File: src/rtl/vdp_vram_sched.sv
// Shares one single-port VRAM between tile fetch (slots ccc=0..2 in the window) and a CPU port.
// Fetch never yields; CPU writes/read-aheads wait for the next CPU slot, acks are one-cycle pulses.
module vdp_vram_sched (
  input  logic        pxclk,
  input  logic        reset,
  input  logic [8:0]  col_in,
  input  logic [9:0]  row_in,
  input  logic [3:0]  name_base,
  input  logic [2:0]  pattern_base,
  input  logic [7:0]  color_base,
  input  logic        cpu_req,
  input  logic        cpu_we,
  input  logic        cpu_mode,
  input  logic [7:0]  cpu_wdata,
  output logic        cpu_ack,
  output logic [7:0]  cpu_rdata,
  output logic [13:0] vram_addr,
  output logic        vram_we,
  output logic [7:0]  vram_wdata,
  input  logic [7:0]  vram_rdata,
  output logic [7:0]  name_q,
  output logic [7:0]  pattern_q,
  output logic [7:0]  color_q,
  output logic        tile_valid
);

  typedef enum logic [1:0] {IDLE, PEND_WR, PEND_RD, RD_DATA} state_t;

  state_t      state;
  logic [13:0] addr;
  logic        toggle;
  logic [7:0]  rdbuf;
  logic [7:0]  wdata_r;

  logic [2:0]  ccc;
  logic        in_window;
  logic        cpu_slot;
  logic        wr_issue;
  logic        accept;
  logic        unused_nn;

  assign ccc       = col_in[2:0];
  assign in_window = !col_in[8] && (row_in[9:8] != 2'b11);
  assign cpu_slot  = !(in_window && (ccc < 3'd3));
  assign wr_issue  = reset && (state == PEND_WR) && cpu_slot;
  assign accept    = (state == IDLE) && cpu_req && !cpu_ack;
  assign unused_nn = ^row_in[1:0];

  // Pattern address uses the name byte straight off the VRAM bus, one cycle ahead of name_q.
  always_comb begin
    vram_addr = addr;
    if (in_window) begin
      case (ccc)
        3'd0:    vram_addr = {name_base, row_in[9:5], col_in[7:3]};
        3'd1:    vram_addr = {pattern_base, vram_rdata, row_in[4:2]};
        3'd2:    vram_addr = {color_base, 1'b0, name_q[7:3]};
        default: vram_addr = addr;
      endcase
    end
    if (!reset) vram_addr = 14'h0000;
  end

  assign vram_we    = wr_issue;
  assign vram_wdata = wr_issue ? wdata_r : 8'h00;

  always_ff @(posedge pxclk or negedge reset) begin
    if (!reset) begin
      state      <= IDLE;
      addr       <= 14'h0000;
      toggle     <= 1'b0;
      rdbuf      <= 8'h00;
      wdata_r    <= 8'h00;
      cpu_ack    <= 1'b0;
      cpu_rdata  <= 8'h00;
      name_q     <= 8'h00;
      pattern_q  <= 8'h00;
      color_q    <= 8'h00;
      tile_valid <= 1'b0;
    end else begin
      cpu_ack    <= 1'b0;
      tile_valid <= in_window && (ccc == 3'd3);
      if (in_window) begin
        case (ccc)
          3'd1:    name_q    <= vram_rdata;
          3'd2:    pattern_q <= vram_rdata;
          3'd3:    color_q   <= vram_rdata;
          default: ;
        endcase
      end

      case (state)
        IDLE: begin
          if (accept) begin
            if (cpu_mode) begin
              cpu_ack   <= 1'b1;
              cpu_rdata <= 8'h00;
              if (cpu_we) begin
                if (!toggle) begin
                  addr[7:0] <= cpu_wdata;
                  toggle    <= 1'b1;
                end else begin
                  addr[13:8] <= cpu_wdata[5:0];
                  toggle     <= 1'b0;
                  if (!cpu_wdata[6]) state <= PEND_RD;
                end
              end else begin
                toggle <= 1'b0;
              end
            end else begin
              toggle <= 1'b0;
              if (cpu_we) begin
                wdata_r <= cpu_wdata;
                state   <= PEND_WR;
              end else begin
                cpu_ack   <= 1'b1;
                cpu_rdata <= rdbuf;
                state     <= PEND_RD;
              end
            end
          end
        end
        PEND_WR: begin
          if (cpu_slot) begin
            addr      <= addr + 14'd1;
            cpu_ack   <= 1'b1;
            cpu_rdata <= 8'h00;
            state     <= IDLE;
          end
        end
        PEND_RD: begin
          if (cpu_slot) state <= RD_DATA;
        end
        RD_DATA: begin
          rdbuf <= vram_rdata;
          addr  <= addr + 14'd1;
          state <= IDLE;
        end
        default: state <= IDLE;
      endcase
    end
  end

endmodule

File: config.mk
export PLATFORM = sky130hd
export DESIGN_NAME = vdp_vram_sched
export DESIGN_NICKNAME = d
export VERILOG_FILES = /design/src/rtl/vdp_vram_sched.sv
export SDC_FILE = /design/constraint.sdc
export NUM_CORES = 1
export LEC_CHECK = 0
export CORE_UTILIZATION = 47
export DETAILED_ROUTE_END_ITERATION = 6
export GPL_TIMING_DRIVEN = 0
export HOLD_SLACK_MARGIN = 0.15
export PLACE_DENSITY = 0.84
export SLEW_MARGIN = 20
export SYNTH_ARGS = -nofsm -noshare
export SYNTH_HDL_FRONTEND = slang
export SYNTH_SLANG_ARGS = --single-unit
File: constraint.sdc
create_clock -name pxclk -period 3.3 [get_ports pxclk]
set_input_delay 0.99 -clock pxclk [delete_from_list [all_inputs] [get_ports pxclk]]
set_output_delay 0.99 -clock pxclk [all_outputs]
set_load 0.1 [all_outputs]
# --- Word-level counts from Yosys, hierarchy flattened ---
# Index checks and enable logic that the tools add are counted.
word_totals:
  regBits: 67
  in_bits: 55
  output_inout_bits: 57
  wordCells: 89
op_classes:
  addsub: 1
  magnitude_cmp: 1
  eq_ne: 18
  muxes: 33
  bitwise: 1
  reduce_logical: 23
op_table:
  columns: ["cell", "n"]
  rows:
  - ["$mux 14", 6]
  - ["$pmux 14 s3", 2]
  - ["$mux 8", 6]
  - ["$reduce_and 6->1", 3]
  - ["$mux 2", 8]
  - ["$ne 2x2->1 const B", 8]
  - ["$pmux 8 s2", 1]
  - ["$add 14x1->14 const B", 1]
  - ["$ne 3x3->1 const B", 4]
  - ["$pmux 2 s4", 1]
  - ["$reduce_and 2->1", 4]
  - ["$reduce_and 4->1", 2]
  - ["$logic_and 1x1->1", 7]
  - ["$mux 1", 7]
  - ["$eq 3x2->1 const B", 2]
  - ["$mux 6", 1]
  - ["$eq 2x2->1 const B", 2]
  - ["$eq 3x1->1 const B", 1]
  - ["$logic_not 1->1", 3]
  - ["$logic_not 3->1", 1]
  - ["$lt 3x2->1 const B", 1]
  - ["$reduce_bool 3->1", 1]
  - ["$eq 2x1->1 const B", 1]
  - ["$logic_not 2->1", 1]
  - ["3 further kinds", 3]

# --- Logic depth before layout (Yosys ltp) ---
depth:
  depth_word: 6
  depth_mapped: 6
  depth_no_buf: 5

# --- Least setup slack after synthesis ---
# Ideal clock, no wire load.
synth_path:
  path_kind: "input to output"
  from: "input row_in[8]"
  to: "output vram_addr[5]"
  arrival_time_ns: 4.137
  required_time_ns: 2.310
  path_slack_ns: -1.827
  stages: 4
  n_path_buf: 0
  path_cell_list: "a211oi_4 > nand2_1 > or4_1 > a21boi_0"
synth_between:
  elab_chain_cells: 4
synth_lines:
  columns: ["element", "line_no", "text"]
  rows:
  - ["start: declaration", "7", "input logic [9:0] row_in,"]
  - ["$ne 2x2->1", "43", "assign in_window = !col_in[8] && (row_in[9:8] != 2'b11);"]
  - ["$logic_and 1x1->1", "43", null]
  - ["$mux 14", "52", "if (in_window) begin"]
  - ["$mux 14", "60", "if (!reset) vram_addr = 14'h0000;"]
  - ["end: declaration", "17", "output logic [13:0] vram_addr,"]
# No other way between the ends.

# --- Worst setup path in the final report ---
layout_path:
  from: "input col_in[8]"
  to: "output vram_addr[4]"
layout_between:
  elab_chain_cells: 4
layout_lines:
  columns: ["element", "line_no", "text"]
  rows:
  - ["start: declaration", "6", "input logic [8:0] col_in,"]
  - ["$logic_not 1->1", "43", null]
  - ["$logic_and 1x1->1", "43", null]
  - ["$mux 14", "52", null]
  - ["$mux 14", "60", null]
# No other way between the ends.

==> impl_metrics.csv <==
group,metric,value,unit
status,outcome,"complete, but fails checks",
status,violations,"setup timing",
power,p_int,2.57,mW
synthesis,synth_top_area_cell,"dfrtp_1",
sta,tightestPinTransition,1.02,ns
drt,first_pass_iters,4,
sta,finalCritPeriodShare,1.03,
synthesis,synth.area.top_cells,"dfrtp_1 (45%), mux2_2 (12%), mux2i_1 (6.2%)",
drt,via_per_inst,5.76,
global_route,globalRouteOverflowTotal,0,
power,swShare,0.514,
setup_path,critPathSlowestCell,"a211oi_4",
setup_path,crit_required,2.31,ns
global_route,grt_pass1_wl,18900,um
hold_path,hp-class,"input port to async pin",
setup_path,critPathMaxFanout,5,
sta,clock_skew,0.0106,ns
sta,max_slew_margin,0.320,
sta,whs,0.507,ns
power,p_switching,2.72,mW
floorplanning,dieArea,0.00822,mm2
place,io_buffers,107,
setup_path,critPathMaxStageDelay,0.31,ns
setup_path,cp.arrival,2.42,ns
power,peakVddDrop,0.648,mV
clock_network,cts_root_buf,"clkbuf_8",
synthesis,ys_seq_elements,67,
synthesis,postSynthCellCount,346,
power,power_density,899,mW/mm2
clock_network,clkLatencyLatePin,0.35,ns
cells_and_area,final_util,0.793,
setup_path,critPathKind,"input port to output pin",
clock_network,cts_hold_buffers,0,
power,pwr-share-clk,0.139,
synthesis,syn_area,0.00370,mm2
synthesis,yosys.cell_types.count,46,
sta,hold_viol,0,
drt,drtAntennaViolNets,0,
cells_and_area,drive_above_1_share,0.349,
sta,fmax,294,MHz
sta,finalMaxSlewViolations,0,
clock_network,cts_buffers,9,
clock_network,path_clk_slew,0.09,ns
sta,rsz0062_at_grt,"yes",
sta,setup_ws,-0.105,ns
global_route,grt_max_degree,30,
global_route,grtUsageTotal,0.297,
power,p_leak,2.61,nW
cells_and_area,areaGrowthSynthToFinish,59.0,%
synthesis,synth_edf_count,0,
clock_network,cts_tree,"built",
place,hpwl,7810,um
floorplanning,initial_core_util,0.499,
job,cap_violations,0,
cells_and_area,fillers,424,
cells_and_area,multi_input_area,0.00216,mm2
setup_path,crit_buf_inv,4,
floorplanning,die_x,90.7,um
floorplanning,core_area,0.00741,mm2
synthesis,synth_top_area_share,0.454,
drt,wl,12100,um
sta,period_minus_slack,3.41,ns
synthesis,syn_nets,402,
setup_path,start_kind,"input port",
place,place_area,0.00511,mm2
synthesis,syn_area_per_cell,10.7,um2
setup_path,end_kind,"output pin",
floorplanning,rows,31,
cells_and_area,n_antenna_cell,0,
global_route,antenna_found_initial,0,
drt,vias,3376,
power,p_comb_frac,0.600,
sta,setup_viol,14,
floorplanning,die_h,90.7,um
clock_network,clockBufferDepth,2,
floorplanning,ioPinCount,112,
synthesis,postSynth.asyncResetShare,1.00,
drt,drt_iter0_markers,214,
synthesis,synth_flop_cell,"dfrtp_1",
global_route,first_global_vias,3649,
synthesis,synth_most_common_cell,"dfrtp_1",
drt,avgRoutedWirePerCell,20.6,um
cells_and_area,regArea,0.00168,mm2
power,power_frac_seq,0.261,
synthesis,yosysSeqAreaShare,0.454,
synthesis,ys.warnings.count,0,
cells_and_area,num-nets-final,538,
drt,drc,0,
cells_and_area,final_area,0.00588,mm2
setup_path,path_cells,"buf_2, a211oi_4, buf_4, and2_4, clkbuf_16, nand2_4, a21boi_4, buf_12",
clock_network,clock_sinks,67,
place,gp_congestion,0.885,
setup_path,cp_top_family,"buffers and inverters",
clock_network,htree_levels,3,
synthesis,ys_top_cells_by_count,"dfrtp_1 (67), nand2_1 (48), mux2_2 (39), mux2i_1 (23), a21boi_0 (14)",
layout make-up:
cell class,count,share of cell area
Multi-Input combinational cell,243,0.368
Sequential cell,67,0.285
Inverter,13,0.00830
Timing Repair Buffer,125,0.253
Tap cell,99,0.0211
Clock buffer,9,0.0211
Buffer,23,0.0294
Clock inverter,7,0.0143
metrics by stage:
| stage | setup WS [ns] | cells | power [mW] | TNS, ns |
|---|---|---|---|---|
| finish | -0.105 | 586 | 5.28 | -1.05 |
| global route | -0.116 | 586 | 5.49 | -1.20 |
| CTS | -0.128 | 583 | 5.20 | -0.585 |
| detailed placement | -1.73 | 553 | 4.27 | -33.20 |
| global placement | -3.42 | 552 | 4.21 | -156.71 |
| floorplan | -0.276 | 346 | 3.57 | -1.26 |
cells by family after synthesis:
family | count (synthesis) | synth area share
simple gates | 103 | 0.151
mux | 62 | 0.181
flops | 67 | 0.454
buf+inv | 37 | 0.0443
compound gates | 76 | 0.167
fa+ha+maj | 1 | 0.00338
sequential cells by signal, indices dropped and copies added (netlist names), 2 cells and up:
name and flops:
addr 14, color_q 8, cpu_rdata 8, name_q 8
pattern_q 8, rdbuf 8, state 2, wdata_r 8
cells in the final DEF (no fill, tap or decap), drive strengths merged, types with 13 or more instances in the layout:
cell type / count
a21boi: 14
buf: 56
clkbuf: 22
clkdlybuf4s50: 76
dfrtp: 67
inv: 16
mux2: 39
mux2i: 23
nand2: 49
o2bb2ai: 13
power by group through the flow:
stage	combinational, mW	sequential, mW	clock, mW
after floorplan	1.47	2.10	0
after global placement	2.86	1.35	0
after detailed placement	2.90	1.37	0
after CTS	3.11	1.36	0.735
after global routing	3.30	1.41	0.777
final	3.17	1.38	0.734
what timing repair did:
item | in CTS | in global routing
gates cloned | 4 | 2
endpoints found under the setup margin | 23 | 22
pin swaps | 23 | 13
buffers inserted | 10 | 3
gates resized for setup | 257 | 23
routing by layer:
metal	wire, um	track usage
met1	4590	0.340
met2	6160	0.511
met5	0	0
met3	978	0.0976
met4	348	0.117
path summary, 6_finish.rpt:
kind                                   startpoint                      to  slack (ns)  depth (start not counted)
setup / recovery                        col_in[8]            vram_addr[4]       -0.11                          8
hold reg to reg            wdata_r[0]$_DFFE_PN0P_  wdata_r[0]$_DFFE_PN0P_        0.51                          2
min in group pxclk         wdata_r[0]$_DFFE_PN0P_  wdata_r[0]$_DFFE_PN0P_        0.51                          2
hold / removal                              reset  wdata_r[7]$_DFFE_PN0P_        0.51                          1
setup reg to reg             state[0]$_DFFE_PN0P_     addr[5]$_DFFE_PN0P_        1.32                          6
max in group asynchronous                   reset   name_q[1]$_DFFE_PN0P_        2.20                          2
No activity file was read; power rests on OpenSTA's default activity.
